===== src/rtl/pipeline_run_ctrl_pkg.sv =====
`default_nettype none
// ---------------------------------------------------------------------------
// pipeline_run_ctrl_pkg: run-control state encodings, host commands, HALT opcode.
// Rev 1.0
// ---------------------------------------------------------------------------
package pipeline_run_ctrl_pkg;

  typedef enum logic [2:0] {
    ST_IDLE  = 3'd0,
    ST_RUN   = 3'd1,
    ST_STEP  = 3'd2,
    ST_DRAIN = 3'd3,
    ST_DONE  = 3'd4
  } state_t;

  localparam logic [1:0] CMD_RUN   = 2'b00;
  localparam logic [1:0] CMD_STEP  = 2'b01;
  localparam logic [1:0] CMD_PAUSE = 2'b10;
  localparam logic [1:0] CMD_CLEAR = 2'b11;

  // Shared with the IF/ID decoder that raises halt_seen.
  localparam logic [5:0] HALT_OPCODE = 6'b111111;

  function automatic logic is_busy(state_t s);
    return (s == ST_RUN) || (s == ST_STEP) || (s == ST_DRAIN);
  endfunction

endpackage
`default_nettype wire


===== src/rtl/pipeline_run_ctrl_sat_counter.sv =====
`default_nettype none
// ---------------------------------------------------------------------------
// sat_counter: enabled up-counter with synchronous clear, sticks at all-ones.
// Rev 1.0
// ---------------------------------------------------------------------------
module sat_counter #(
  parameter int CNT_W = 32
) (
  input  logic             clk,
  input  logic             rst,
  input  logic             en_i,
  input  logic             clr_i,
  output logic [CNT_W-1:0] count_o
);

  logic [CNT_W-1:0] count_q;

  always_ff @(posedge clk) begin
    if (rst || clr_i) begin
      count_q <= '0;
    end else if (en_i && (count_q != {CNT_W{1'b1}})) begin
      count_q <= count_q + 1'b1;
    end
  end

  assign count_o = count_q;

endmodule
`default_nettype wire


===== src/rtl/pipeline_run_ctrl.sv =====
`default_nettype none
// ---------------------------------------------------------------------------
// pipeline_run_ctrl: RUN/STEP/PAUSE/CLEAR sequencer for the 5-stage pipeline.
// Rev 1.0
// ---------------------------------------------------------------------------
module pipeline_run_ctrl
  import pipeline_run_ctrl_pkg::*;
#(
  parameter int CNT_W        = 32,
  parameter int MAX_CYCLES   = 1000,
  parameter int DRAIN_CYCLES = 4
) (
  input  logic             clk,
  input  logic             rst,
  input  logic             cmd_valid_i,
  input  logic [1:0]       cmd_op_i,
  output logic             cmd_ready_o,
  input  logic             halt_seen_i,
  output logic             pipe_enable_o,
  output logic             pipe_rst_o,
  output logic             busy_o,
  output logic             done_o,
  output logic             timeout_o,
  output logic [CNT_W-1:0] cycle_count_o
);

  localparam int               DRN_W      = (DRAIN_CYCLES > 1) ? $clog2(DRAIN_CYCLES) : 1;
  localparam logic [DRN_W-1:0] C_DRN_INIT = DRN_W'(DRAIN_CYCLES - 1);
  localparam logic [CNT_W-1:0] C_TMO_LAST = CNT_W'(MAX_CYCLES - 1);

  state_t           state_q, state_d;
  logic [DRN_W-1:0] drain_cnt_q, drain_cnt_d;
  logic             pipe_enable_q, busy_q, done_q, timeout_q, timeout_d;
  logic             clr_q, clr_d;
  logic             w_cmd_fire, w_halt, w_tmo_hit;

  assign cmd_ready_o = (state_q == ST_IDLE) || (state_q == ST_RUN) || (state_q == ST_DONE);
  assign w_cmd_fire  = cmd_valid_i && cmd_ready_o;
  assign w_halt      = halt_seen_i && pipe_enable_q;
  assign w_tmo_hit   = (MAX_CYCLES != 0) && (cycle_count_o == C_TMO_LAST);

  // Within RUN a halt outranks the timeout, which outranks any host command.
  always_comb begin
    state_d     = state_q;
    drain_cnt_d = drain_cnt_q;
    timeout_d   = timeout_q;
    clr_d       = 1'b0;
    case (state_q)
      ST_IDLE: begin
        if (w_cmd_fire) begin
          case (cmd_op_i)
            CMD_RUN:   state_d = ST_RUN;
            CMD_STEP:  state_d = ST_STEP;
            CMD_CLEAR: clr_d   = 1'b1;
            default:   ;
          endcase
        end
      end
      ST_RUN: begin
        if (w_halt) begin
          state_d     = ST_DRAIN;
          drain_cnt_d = C_DRN_INIT;
        end else if (w_tmo_hit) begin
          state_d   = ST_DONE;
          timeout_d = 1'b1;
        end else if (w_cmd_fire && (cmd_op_i == CMD_PAUSE)) begin
          state_d = ST_IDLE;
        end else if (w_cmd_fire && (cmd_op_i == CMD_CLEAR)) begin
          state_d = ST_IDLE;
          clr_d   = 1'b1;
        end
      end
      ST_STEP: begin
        if (w_halt) begin
          state_d     = ST_DRAIN;
          drain_cnt_d = C_DRN_INIT;
        end else begin
          state_d = ST_IDLE;
        end
      end
      ST_DRAIN: begin
        if (drain_cnt_q == '0) begin
          state_d = ST_DONE;
        end else begin
          drain_cnt_d = drain_cnt_q - 1'b1;
        end
      end
      ST_DONE: begin
        if (w_cmd_fire && (cmd_op_i == CMD_CLEAR)) begin
          state_d = ST_IDLE;
          clr_d   = 1'b1;
        end
      end
      default: state_d = ST_IDLE;
    endcase
    if (clr_d) begin
      timeout_d = 1'b0;
    end
  end

  always_ff @(posedge clk) begin
    if (rst) begin
      state_q       <= ST_IDLE;
      drain_cnt_q   <= '0;
      pipe_enable_q <= 1'b0;
      busy_q        <= 1'b0;
      done_q        <= 1'b0;
      timeout_q     <= 1'b0;
      clr_q         <= 1'b0;
    end else begin
      state_q       <= state_d;
      drain_cnt_q   <= drain_cnt_d;
      pipe_enable_q <= is_busy(state_d);
      busy_q        <= is_busy(state_d);
      done_q        <= (state_d == ST_DONE);
      timeout_q     <= timeout_d;
      clr_q         <= clr_d;
    end
  end

  sat_counter #(
    .CNT_W (CNT_W)
  ) u_cycle_cnt (
    .clk     (clk),
    .rst     (rst),
    .en_i    (pipe_enable_q),
    .clr_i   (clr_d),
    .count_o (cycle_count_o)
  );

  assign pipe_enable_o = pipe_enable_q;
  assign pipe_rst_o    = rst || clr_q;
  assign busy_o        = busy_q;
  assign done_o        = done_q;
  assign timeout_o     = timeout_q;

endmodule
`default_nettype wire


===== config.mk =====
export PLATFORM = sky130hd
export DESIGN_NAME = pipeline_run_ctrl
export DESIGN_NICKNAME = d
export VERILOG_FILES = /design/src/rtl/pipeline_run_ctrl_pkg.sv /design/src/rtl/pipeline_run_ctrl_sat_counter.sv /design/src/rtl/pipeline_run_ctrl.sv
export SDC_FILE = /design/constraint.sdc
export NUM_CORES = 1
export LEC_CHECK = 0
export CAP_MARGIN = 20
export CORE_ASPECT_RATIO = 0.6
export CORE_UTILIZATION = 45
export CTS_CLUSTER_DIAMETER = 80
export DETAILED_ROUTE_END_ITERATION = 10
export GPL_ROUTABILITY_DRIVEN = 0
export PLACE_DENSITY = 0.71
export SYNTH_ARGS = -nofsm -noshare
export SYNTH_HDL_FRONTEND = slang
export SYNTH_HIERARCHICAL = 1
export SYNTH_SLANG_ARGS = --single-unit

===== constraint.sdc =====
create_clock -name clk -period 3.3 [get_ports clk]
set_clock_uncertainty 0.2 [all_clocks]
set_input_delay 0.66 -clock clk [delete_from_list [all_inputs] [get_ports clk]]
set_output_delay 0.66 -clock clk [all_outputs]
set_load 0.03 [all_outputs]

Word level (Yosys, flattened, before mapping):

Index checks and enable logic that the tools add are counted.

* logic and storage cells: 63
* output and inout bits: 38
* flip-flop bits (word level): 41

* eq/ne operators: 15
* reduce and logical (&&, ||, !) cells: 19
* bitwise operators: 1
* mux-type cells: 19
* $add $sub $neg: 2

Operators with widths (number)
* 32-bit by 1-bit adder with 32-bit output (second input constant): 1
* 32-bit by 10-bit equality test with 1-bit output (second input constant): 1
* 32-bit inequality test (second input constant): 1
* 3-bit two-way mux: 6
* 3-bit case mux with 5 select lines: 1
* 3-bit by 2-bit equality test with 1-bit output (second input constant): 4
* 3-bit by 1-bit equality test with 1-bit output (second input constant): 2
* 3-bit equality test (second input constant): 2
* 1-bit logical OR: 6
* 1-bit two-way mux: 6
* 2-bit two-way mux: 3
* 3-bit case mux with 2 select lines: 1
* 3-bit AND reduction: 2
* 1-bit logical AND: 5
* 2-bit equality test (second input constant): 2
* 2-bit zero test: 2
* 2-bit case mux with 2 select lines: 1
* 2-bit OR reduction: 2
* 3-bit zero test: 1
* 1-bit case mux with 3 select lines: 1
* 2-bit by 1-bit equality test with 1-bit output (second input constant): 1
* 2-bit by 1-bit inequality test with 1-bit output (second input constant): 1
* 2-bit inequality test (second input constant): 1
* 2-bit nonzero test: 1
* 2 further kinds: 2

Longest topological paths before layout:

Gate-level depths: netlist of the first run.

* depth in word-level cells: 13
* depth in mapped cells: 8

By module:

The synthesis of the first run kept the hierarchy.

By module, submodules not included
* sat_counter: cells each 189, area each 1681.6 µm², sequential area each 640.6 µm², times used 1
* pipeline_run_ctrl: cells each 72, area each 623.1 µm², sequential area each 180.2 µm², times used 1

Least setup slack after synthesis of the first run:

Ideal clock, no wire load.

* path type: register to register
* from: reg u_cycle_cnt.count_q[8] (netlist: u_cycle_cnt/count_o[8])
* to: reg u_cycle_cnt.count_q[22] (netlist: u_cycle_cnt/count_o[22])
* setup slack: 0.726 ns
* buffers on the path: 2
* data required time: 3.029 ns
* stages on the path, launching flop included: 9
* period minus slack after synthesis: 2.574 ns
* data arrival time: 2.303 ns
* cell sequence: dfxtp_1 nor4bb_1 nand4_2 o21ai_0 a21oi_1 or2_2 clkbuf_1 dlygate4sd1_1 a21oi_1

* cells in the longest elaborated chain, start to end: 5

Ends and longest elaborated chain
* start: declaration: line pipeline_run_ctrl_sat_counter.sv:16 `logic [CNT_W-1:0] count_q;`
* start signal: assignment: line pipeline_run_ctrl_sat_counter.sv:22 `count_q <= count_q + 1'b1;`
* 32-bit by 10-bit equality test with 1-bit output: line pipeline_run_ctrl.sv:40 `assign w_tmo_hit = (MAX_CYCLES != 0) && (cycle_count_o == C_TMO_LAST);`
* 1-bit two-way mux: line pipeline_run_ctrl.sv:63 `end else if (w_tmo_hit) begin`
* 1-bit two-way mux: line pipeline_run_ctrl.sv:60 `if (w_halt) begin`
* 1-bit case mux with 3 select lines: line pipeline_run_ctrl.sv:48 `case (state_q)`
* via clr_d: line pipeline_run_ctrl.sv:34 `logic clr_q, clr_d;`
* 1-bit logical OR: line pipeline_run_ctrl_sat_counter.sv:19 `if (rst || clr_i) begin`

The timed path passes the listed nets, and every way through them passes these cells.
A chain may end at the register's enable or synchronous reset.

Final worst setup path of the first run:

* from: in rst
* to: out pipe_rst_o

* cells in the longest elaborated chain, start to end: 1

Ends and longest elaborated chain
* start: declaration: line pipeline_run_ctrl.sv:14 `input logic rst,`
* 1-bit logical OR: line pipeline_run_ctrl.sv:132 `assign pipe_rst_o = rst || clr_q;`
* end: declaration: line pipeline_run_ctrl.sv:20 `output logic pipe_rst_o,`

No other way between the ends.

==> results of run 1 <==
## worst min path at each step
stage	startpoint	endpoint
after detailed placement	drain_cnt_q[0]$_SDFFE_PP0P_	drain_cnt_q[0]$_SDFFE_PP0P_
after floorplan	drain_cnt_q[0]$_SDFFE_PP0P_	drain_cnt_q[0]$_SDFFE_PP0P_
final	drain_cnt_q[0]$_SDFFE_PP0P_	drain_cnt_q[0]$_SDFFE_PP0P_
after global routing	drain_cnt_q[0]$_SDFFE_PP0P_	drain_cnt_q[0]$_SDFFE_PP0P_
after global placement	drain_cnt_q[0]$_SDFFE_PP0P_	drain_cnt_q[0]$_SDFFE_PP0P_
after CTS	drain_cnt_q[0]$_SDFFE_PP0P_	drain_cnt_q[0]$_SDFFE_PP0P_
## Yosys cell counts, types with 2 or more instances
master,n,share of area
nor4_4,2,0.018
o21ai_1,8,0.017
or3_1,16,0.043
ha_1,2,0.011
buf_6,4,0.020
or4_1,9,0.029
clkbuf_1,4,0.0065
nand4_2,3,0.016
dfxtp_1,41,0.36
and4_1,4,0.015
buf_2,2,0.0043
and4b_1,2,0.0087
nand3_1,12,0.026
nand4_1,8,0.022
or2_2,3,0.0081
and3_2,2,0.0065
and3_1,2,0.0054
inv_1,9,0.015
a211oi_1,4,0.013
a21oi_1,30,0.065
nor4_2,3,0.016
nand2_1,18,0.029
xnor2_1,2,0.0076
a21oi_2,7,0.027
nor2_1,7,0.011
o31ai_4,2,0.018
o31ai_1,10,0.033
nand2_2,3,0.0081
and4_4,2,0.0098
or3_2,4,0.013
o21ai_0,12,0.026
and2_1,2,0.0054
## power groups by stage
| stage | logic, mW | registers [mW] | clock network (mW) |
|---|---|---|---|
| 3_5_place_dp | 0.0632 | 0.518 | 0 |
| 2_1_floorplan | 0.0410 | 0.517 | 0 |
| 4_1_cts | 0.0636 | 0.506 | 0.333 |
| 3_3_place_gp | 0.0630 | 0.517 | 0 |
| 5_1_grt | 0.0691 | 0.507 | 0.359 |
| 6_report | 0.0635 | 0.506 | 0.323 |
## per-stage QoR
| step | instances | power, mW |
|---|---|---|
| floorplan | 261 | 0.558 |
| global placement | 358 | 0.580 |
| detailed placement | 358 | 0.581 |
| CTS | 366 | 0.903 |
| global route | 366 | 0.935 |
| finish | 366 | 0.892 |
## sequential cells by signal, summed over array words and instances (netlist names)
name                 count
busy_o                   1
clr_q                    1
done_o                   1
drain_cnt_q              2
state_q                  3
timeout_o                1
u_cycle_cnt/count_o     32
## worst max-delay path, cell delays in order
cell	delay (ns)
clkdlybuf4s50_1	0.41
or2_2	0.27
clkdlybuf4s50_1	0.59
## cell families (layout without fill, tap and decap cells)
family / after synthesis / in the layout
simple gates: 111 / 111
compound gates: 82 / 82
flops: 41 / 41
buf+inv: 21 / 63
xor+xnor: 3 / 3
fa+ha+maj: 2 / 2
mux: 1 / 1
## per-layer routing
| metal | GRT usage | vias up |
|---|---|---|
| li1 | - | 1096 |
| met1 | 0.310 | 1028 |
| met2 | 0.290 | 55 |
| met3 | 0.0507 | 5 |
| met4 | 0.0615 | 0 |
| met5 | 0 | - |
## layout make-up
class,instances,area (um2)
multi-input combinational,199,1360
timing repair buffer,46,465
inverter,9,33.8
fill,454,1910
sequential,41,821
clock inverter,2,10.0
tap,63,78.8
clock buffer,6,72.6
==> run summary, run 1 <==
status - finished clean
hold depth - 1
Vias - 2184
WL per Instance - 14.9 um
Buffers on Ports - 43
global-route wire length before repair - 8730 um
Sw Pwr - 0.221 mW
setup tns final - 0 ns
worst setup margin - 0.501 ns
Int Pwr - 0.671 mW
dpl ws - 0.498 ns
Top FF cell, synth - dfxtp_1
Site Rows - 19
Final Max Slew Viols - 0
mux contribution to synthesized area - 0.00434
critical path peak fanout - 2
Clk pwr share - 0.362
register area share after synthesis - 0.356
total CTS buffers - 5
unrepaired setup endpoints after global routing - no
post-CTS setup buffers - 0
Switching Fraction - 0.247
Final min period - 2.80 ns
crit path from - rst
MaxCap Viol Count - 0
Flop pwr share - 0.567
fraction of layout cells with a size suffix above 1 - 0.152
GRT overflow - 0
Worst VDD drop - 0.154 mV
Gate power share - 0.071
die area - 0.00542 mm2
DR iter-0 viols - 97
Reg-to-Reg End - u_cycle_cnt/count_o[17]$_SDFFE_PP0P_
post-route antenna net violation count - 0
max layer used - met4
met3 WL - 260 um
R2R cell count - 6
initial antenna violation count - 0
Min-Delay Path Class - register to register
WL met2 - 2280 um
top-level I/O count - 44
Synth Instances - 261
Root Buffer - clkbuf_8
YS warnings - 6
largest net degree at the start of global routing - 33
H-tree level count - 2
area delta synth->final - 23.5%
total track usage - 0.207
vias per inst - 5.97
CP arrival - 1.94 ns
CP Launch Type - primary input
most common cell after layout, fill and taps aside - clkdlybuf4s50_1
clock buffer depth - 2
final core utilization - 0.598
Leak - 0.850 nW
commonest non-fill, non-tap cells in the layout - clkdlybuf4s50_1 (43), dfxtp_1 (41), a21oi_1 (30)
DRC errors left - 0
final WL - 5450 um
WHS - 0.286 ns
antenna cells - 0
vias in the first global route - 1844
reg2reg start - u_cycle_cnt/count_o[0]$_SDFFE_PP0P_
wire length on met1 - 2860 um
Syn Std Cell Area - 0.00230 mm2
Design Area, Final - 0.00285 mm2
Worst-Skew Late Latency - 0.29 ns
ys async rst share - 0
fmax - 0.357 GHz
DP HPWL - 3790 um
synth unique cells - 54
largest family of logic cells by synthesized area - simple AND/OR/NAND/NOR gates
Synth Area in Adders - 0.0109
Placement Cell Area - 0.00276 mm2
CTS tree - built
Final Hold Fails - 0
Tcrit/Tclk final - 0.848
CTS sink count - 41
Synth Area in Compound Gates - 0.240
final setup fails - 0
clock transition at the registers of the reported paths - 0.08 ns
pwr dens - 313 mW/mm2
simple-gate share of the synthesized area - 0.325
Slew HR - 0.503
syn nets - 269
post-synthesis xor/xnor area fraction - 0.0114
Yosys reg bits - 41
post_cts resized - 0
Core Area - 0.00475 mm2
Initial Util - 0.485
Post-synth EDFFs - 0
critical path class - primary input to output pin
worst slew pin tran - 0.734 ns
die height - 57.4 um
fin nets - 310
mean post-synth cell area - 8.83 um2
die width - 94.4 um
Initial DRT Pass Iterations - 4
endpoint type of the worst setup path - output pin
Reg2Reg Setup Slack - 0.77 ns
CP endpoint - pipe_rst_o
cts hold-fix bufs - 0
WP data required - 2.44 ns
Power figures use the tool's default switching activity.
==> inputs of run 2 (changes only) <==
clock period = 2.7 ns   (was 3.3 ns; I/O delays follow)
==> run summary, run 2 (synthesized netlist as in run 1, its figures left out) <==
DP HPWL - 3920 um (+3.5%)
Worst-Skew Late Latency - 0.30 ns (about the same)
CP Launch Type - primary input
commonest non-fill, non-tap cells in the layout - clkdlybuf4s50_1 (43), dfxtp_1 (41), a21oi_1 (30)
Largest register FFs - 32 (unchanged)
Root Buffer - clkbuf_8
MaxCap Viol Count - 0 (unchanged)
Min-Delay Path Class - register to register
Crit path buffers/inverters - 2 (unchanged)
Initial Util - 0.485 (unchanged)
Multi-input gate area - 0.00136 mm2 (unchanged)
Final min period - 2.56 ns
worst slew pin tran - 0.749 ns (+0.0151 ns)
most common cell after layout, fill and taps aside - clkdlybuf4s50_1
top-level I/O count - 44 (unchanged)
endpoint type of the worst setup path - output pin
CTS sink count - 41 (unchanged)
CTS tree - built
final WL - 5580 um (+2.4%)
final core utilization - 0.603 (+0.00474)
final setup fails - 0 (unchanged)
Leak - 0.863 nW (+1.6%)
Worst VDD drop - 0.201 mV (+30%)
register area - 821 um2 (unchanged)
WL per Instance - 15.1 um (+1.6%)
unrepaired setup endpoints after global routing - no
WP data required - 1.96 ns (-0.48 ns)
largest net degree at the start of global routing - 22 (-33%)
critical path class - primary input to output pin
Slowest Stage Delay on Critical Path - 0.59 ns (about the same)
critical-path cell list - clkdlybuf4s50_1 > or2_2 > clkdlybuf4s50_1
fill cell count - 436 (-4.0%)
die height - 57.4 um (unchanged)
Crit path top cell by count - clkdlybuf4s50_1
DRC errors left - 0 (unchanged)
worst setup margin - 0.142 ns (-0.359 ns)
die width - 94.4 um (unchanged)
fmax - 0.391 GHz
Max stage delay cell, worst path - clkdlybuf4s50_1
total track usage - 0.217 (+0.0104)
total CTS buffers - 5 (unchanged)
antenna cells - 0 (unchanged)
setup tns final - 0 ns (unchanged)
die area - 0.00542 mm2 (unchanged)
Vias - 2212 (+1.3%)
vias per inst - 5.99 (+0.46%)
Final Max Slew Viols - 0 (unchanged)
Slew HR - 0.492 (-0.0103)
DR iter-0 viols - 90 (-7.2%)
status - finished clean
Tcrit/Tclk final - 0.947
Buffers on Ports - 43 (unchanged)
GRT overflow - 0 (unchanged)
post-route antenna net violation count - 0 (unchanged)
pwr dens - 385 mW/mm2 (+23%)
area delta synth->final - 24.4%
Final Hold Fails - 0 (unchanged)
cts hold-fix bufs - 0 (unchanged)
Initial DRT Pass Iterations - 4 (unchanged)
global-route wire length before repair - 9150 um (+4.8%)
H-tree level count - 2 (unchanged)
Site Rows - 19 (unchanged)
critical path peak fanout - 2 (unchanged)
cell family with most CP delay - buffers and inverters
CP arrival - 1.82 ns (-0.12 ns)
fraction of layout cells with a size suffix above 1 - 0.160 (+0.00832)
clock transition at the registers of the reported paths - 0.09 ns (about the same)
post-CTS setup buffers - 0 (unchanged)
Core Area - 0.00475 mm2 (unchanged)
dpl ws - 0.135 ns (-0.363 ns)
initial antenna violation count - 0 (unchanged)
vias in the first global route - 1911 (+3.6%)
fin nets - 313 (+0.97%)
post_cts resized - 0 (unchanged)
clock buffer depth - 2 (unchanged)
## run 2: cell type report
class / count / area share
flip-flops and latches: 41 / 0.286
clock buffers: 6 / 0.0253
multi-input cells: 199 / 0.476
clock inverters: 2 / 0.00349
repair buffers: 49 / 0.170
inverters: 9 / 0.0118
well taps: 63 / 0.0275
## run 2: path summary, 6_finish.rpt
kind / from / slack (ns) / endpoint / cells past startpoint
min: drain_cnt_q[0]$_SDFFE_PP0P_ / 0.28 / drain_cnt_q[0]$_SDFFE_PP0P_ / 1
max: rst / 0.14 / pipe_rst_o / 3
max reg2reg: u_cycle_cnt/count_o[8]$_SDFFE_PP0P_ / 0.24 / u_cycle_cnt/count_o[21]$_SDFFE_PP0P_ / 7
min reg2reg: drain_cnt_q[0]$_SDFFE_PP0P_ / 0.28 / drain_cnt_q[0]$_SDFFE_PP0P_ / 1
## run 2: worst register-to-register path: stages, from the launching register on
cell and delay [ns]:
dfxtp_1 0.50, nor4bb_1 0.39, nand4_2 0.21, o21ai_0 0.27
a21oi_1 0.10, or2_2 0.40, buf_12 0.20, a21oi_1 0.14
## run 2: layer usage
layer / vias up / track usage / part of all wire
met4: 0 / 0.0725 / 0.011
met2: 48 / 0.303 / 0.42
met1: 1060 / 0.328 / 0.53
li1: 1097 / - / -
met5: - / 0 / 0
met3: 7 / 0.0467 / 0.044
## run 2: per-stage QoR
| step | total power, mW | instance area, um2 | instances | hold slack, ns |
|---|---|---|---|---|
| 2_1_floorplan | 0.682 | 2300 | 261 | 0.238 |
| 3_3_place_gp | 0.713 | 2790 | 361 | 0.262 |
| 3_5_place_dp | 0.714 | 2790 | 361 | 0.264 |
| 4_1_cts | 1.11 | 2870 | 369 | 0.277 |
| 5_1_grt | 1.15 | 2870 | 369 | 0.299 |
| 6_report | 1.10 | 2870 | 369 | 0.279 |
## run 2: power breakdown
group	switching [mW]	total, mW	internal, mW	leakage, nW
Clock	0.224	0.404	0.180	0.0450
Combinational	0.0466	0.0816	0.0349	0.488
Sequential	0.00975	0.618	0.609	0.331
==> inputs of run 3 (changes only) <==
CORE_UTILIZATION = 52   (was 45)
PLACE_DENSITY = 0.8   (was 0.71)
==> run summary, run 3 (synthesized netlist as in run 1, its figures left out) <==
top-level I/O count - 44 (unchanged)
Initial DRT Pass Iterations - 4 (unchanged)
Leak - 0.862 nW (about the same)
dpl ws - 0.109 ns (-0.0257 ns)
largest net degree at the start of global routing - 21 (-4.5%)
post-CTS setup buffers - 0 (unchanged)
Core Area - 0.00419 mm2 (-12%)
post_cts resized - 0 (unchanged)
total CTS buffers - 5 (unchanged)
Flop pwr share - 0.558 (-0.002)
CP Launch Type - primary input
DRC errors left - 0 (unchanged)
area delta synth->final - 24.4% (unchanged)
Tcrit/Tclk final - 0.957 (+0.00963)
clock transition at the registers of the reported paths - 0.08 ns (about the same)
DR iter-0 viols - 80 (-11%)
unrepaired setup endpoints after global routing - no
WP data required - 1.96 ns (about the same)
vias per inst - 6.05 (+0.96%)
Final Hold Fails - 0 (unchanged)
Root Buffer - clkbuf_8
Initial Util - 0.550 (+0.0654)
critical path class - primary input to output pin
die height - 53.6 um (-6.7%)
Worst VDD drop - 0.275 mV (+37%)
DP HPWL - 3980 um (+1.7%)
Final min period - 2.58 ns (+0.0260 ns)
Clk pwr share - 0.368 (+0.002)
MaxCap Viol Count - 0 (unchanged)
CTS sink count - 41 (unchanged)
worst setup margin - 0.116 ns (-0.0260 ns)
Site Rows - 18 (-1)
Int Pwr - 0.847 mW (+2.9%)
antenna cells - 0 (unchanged)
cts hold-fix bufs - 0 (unchanged)
H-tree level count - 2 (unchanged)
CP arrival - 1.84 ns (+0.02 ns)
clock buffer depth - 2 (unchanged)
Largest register FFs - 32 (unchanged)
most common cell after layout, fill and taps aside - clkdlybuf4s50_1
WL per Instance - 15.2 um (+0.72%)
GRT overflow - 0 (unchanged)
fill cell count - 360 (-17%)
post-route antenna net violation count - 0 (unchanged)
Final Max Slew Viols - 0 (unchanged)
fmax - 0.387 GHz (-1.0%)
Vias - 2209 (-0.14%)
total track usage - 0.252 (+0.0343)
setup tns final - 0 ns (unchanged)
pwr dens - 387 mW/mm2 (+0.46%)
fin nets - 313 (unchanged)
die area - 0.00471 mm2 (-13%)
final setup fails - 0 (unchanged)
vias in the first global route - 1845 (-3.5%)
critical path peak fanout - 2 (unchanged)
Sw Pwr - 0.262 mW (-6.6%)
status - finished clean
commonest non-fill, non-tap cells in the layout - clkdlybuf4s50_1 (43), dfxtp_1 (41), a21oi_1 (30)
Gate power share - 0.073 (about the same)
Buffers on Ports - 43 (unchanged)
fraction of layout cells with a size suffix above 1 - 0.157 (-0.00275)
global-route wire length before repair - 8910 um (-2.6%)
worst slew pin tran - 0.713 ns (-0.0370 ns)
Min-Delay Path Class - register to register
initial antenna violation count - 0 (unchanged)
die width - 87.9 um (-6.8%)
final WL - 5560 um (-0.38%)
Slew HR - 0.517 (+0.0250)
Switching Fraction - 0.236 (-0.0179)
CTS tree - built
endpoint type of the worst setup path - output pin
Worst-Skew Late Latency - 0.29 ns (about the same)
run 3: cell types whose count changed in the layout (fill, tap and decap cells not counted):
cell / before / now
clkbuf_8: 5 / 6
clkinv_2: 2 / 0
run 3: per-layer routing:
layer | part of all wire | vias up | wire length [um] | GRT usage
met1 | 0.49 | 1056 | 2710 | 0.353
met3 | 0.058 | 4 | 324 | 0.0567
li1 | - | 1088 | - | -
met5 | 0 | - | 0 | 0
met2 | 0.45 | 61 | 2490 | 0.385
met4 | 0.0065 | 0 | 36 | 0.0820
run 3: path summary, 6_finish.rpt:
kind	startpoint	end	slack, ns	cells past startpoint
setup / recovery	rst	pipe_rst_o	0.12	3
hold / removal	drain_cnt_q[0]$_SDFFE_PP0P_	drain_cnt_q[0]$_SDFFE_PP0P_	0.29	1
setup reg to reg	u_cycle_cnt/count_o[8]$_SDFFE_PP0P_	u_cycle_cnt/count_o[22]$_SDFFE_PP0P_	0.28	7
hold reg to reg	drain_cnt_q[0]$_SDFFE_PP0P_	drain_cnt_q[0]$_SDFFE_PP0P_	0.29	1
run 3: power groups by stage:
stage	Combinational [mW]	Clock, mW	Sequential (mW)
floorplan	0.0501	0	0.632
global placement	0.0793	0	0.632
detailed placement	0.0803	0	0.633
CTS	0.0808	0.412	0.619
global route	0.0879	0.437	0.620
finish	0.0814	0.409	0.619
run 3: per-stage QoR:
stage,util,cells,cell area (um2),hold WS [ns],power (mW)
3_5_place_dp,0.664,358,2780,0.275,0.713
3_3_place_gp,0.664,358,2780,0.258,0.712
4_1_cts,0.685,365,2870,0.286,1.11
2_1_floorplan,-,261,2300,0.238,0.682
6_report,0.685,365,2870,0.292,1.11
5_1_grt,0.685,365,2870,0.315,1.14
run 3: final cells by class:
cell class	instances	area (um2)	share of cell area
clock buffer	7	86.3	0.0301
inverter	9	33.8	0.0118
multi-input combinational	199	1360	0.476
sequential	41	821	0.286
tap	60	75.1	0.0262
timing repair buffer	49	488	0.170
run 3: critical path, cell delays in order:
cell and delay [ns]:
clkdlybuf4s50_1 0.44, or2_2 0.28, clkdlybuf4s50_1 0.59
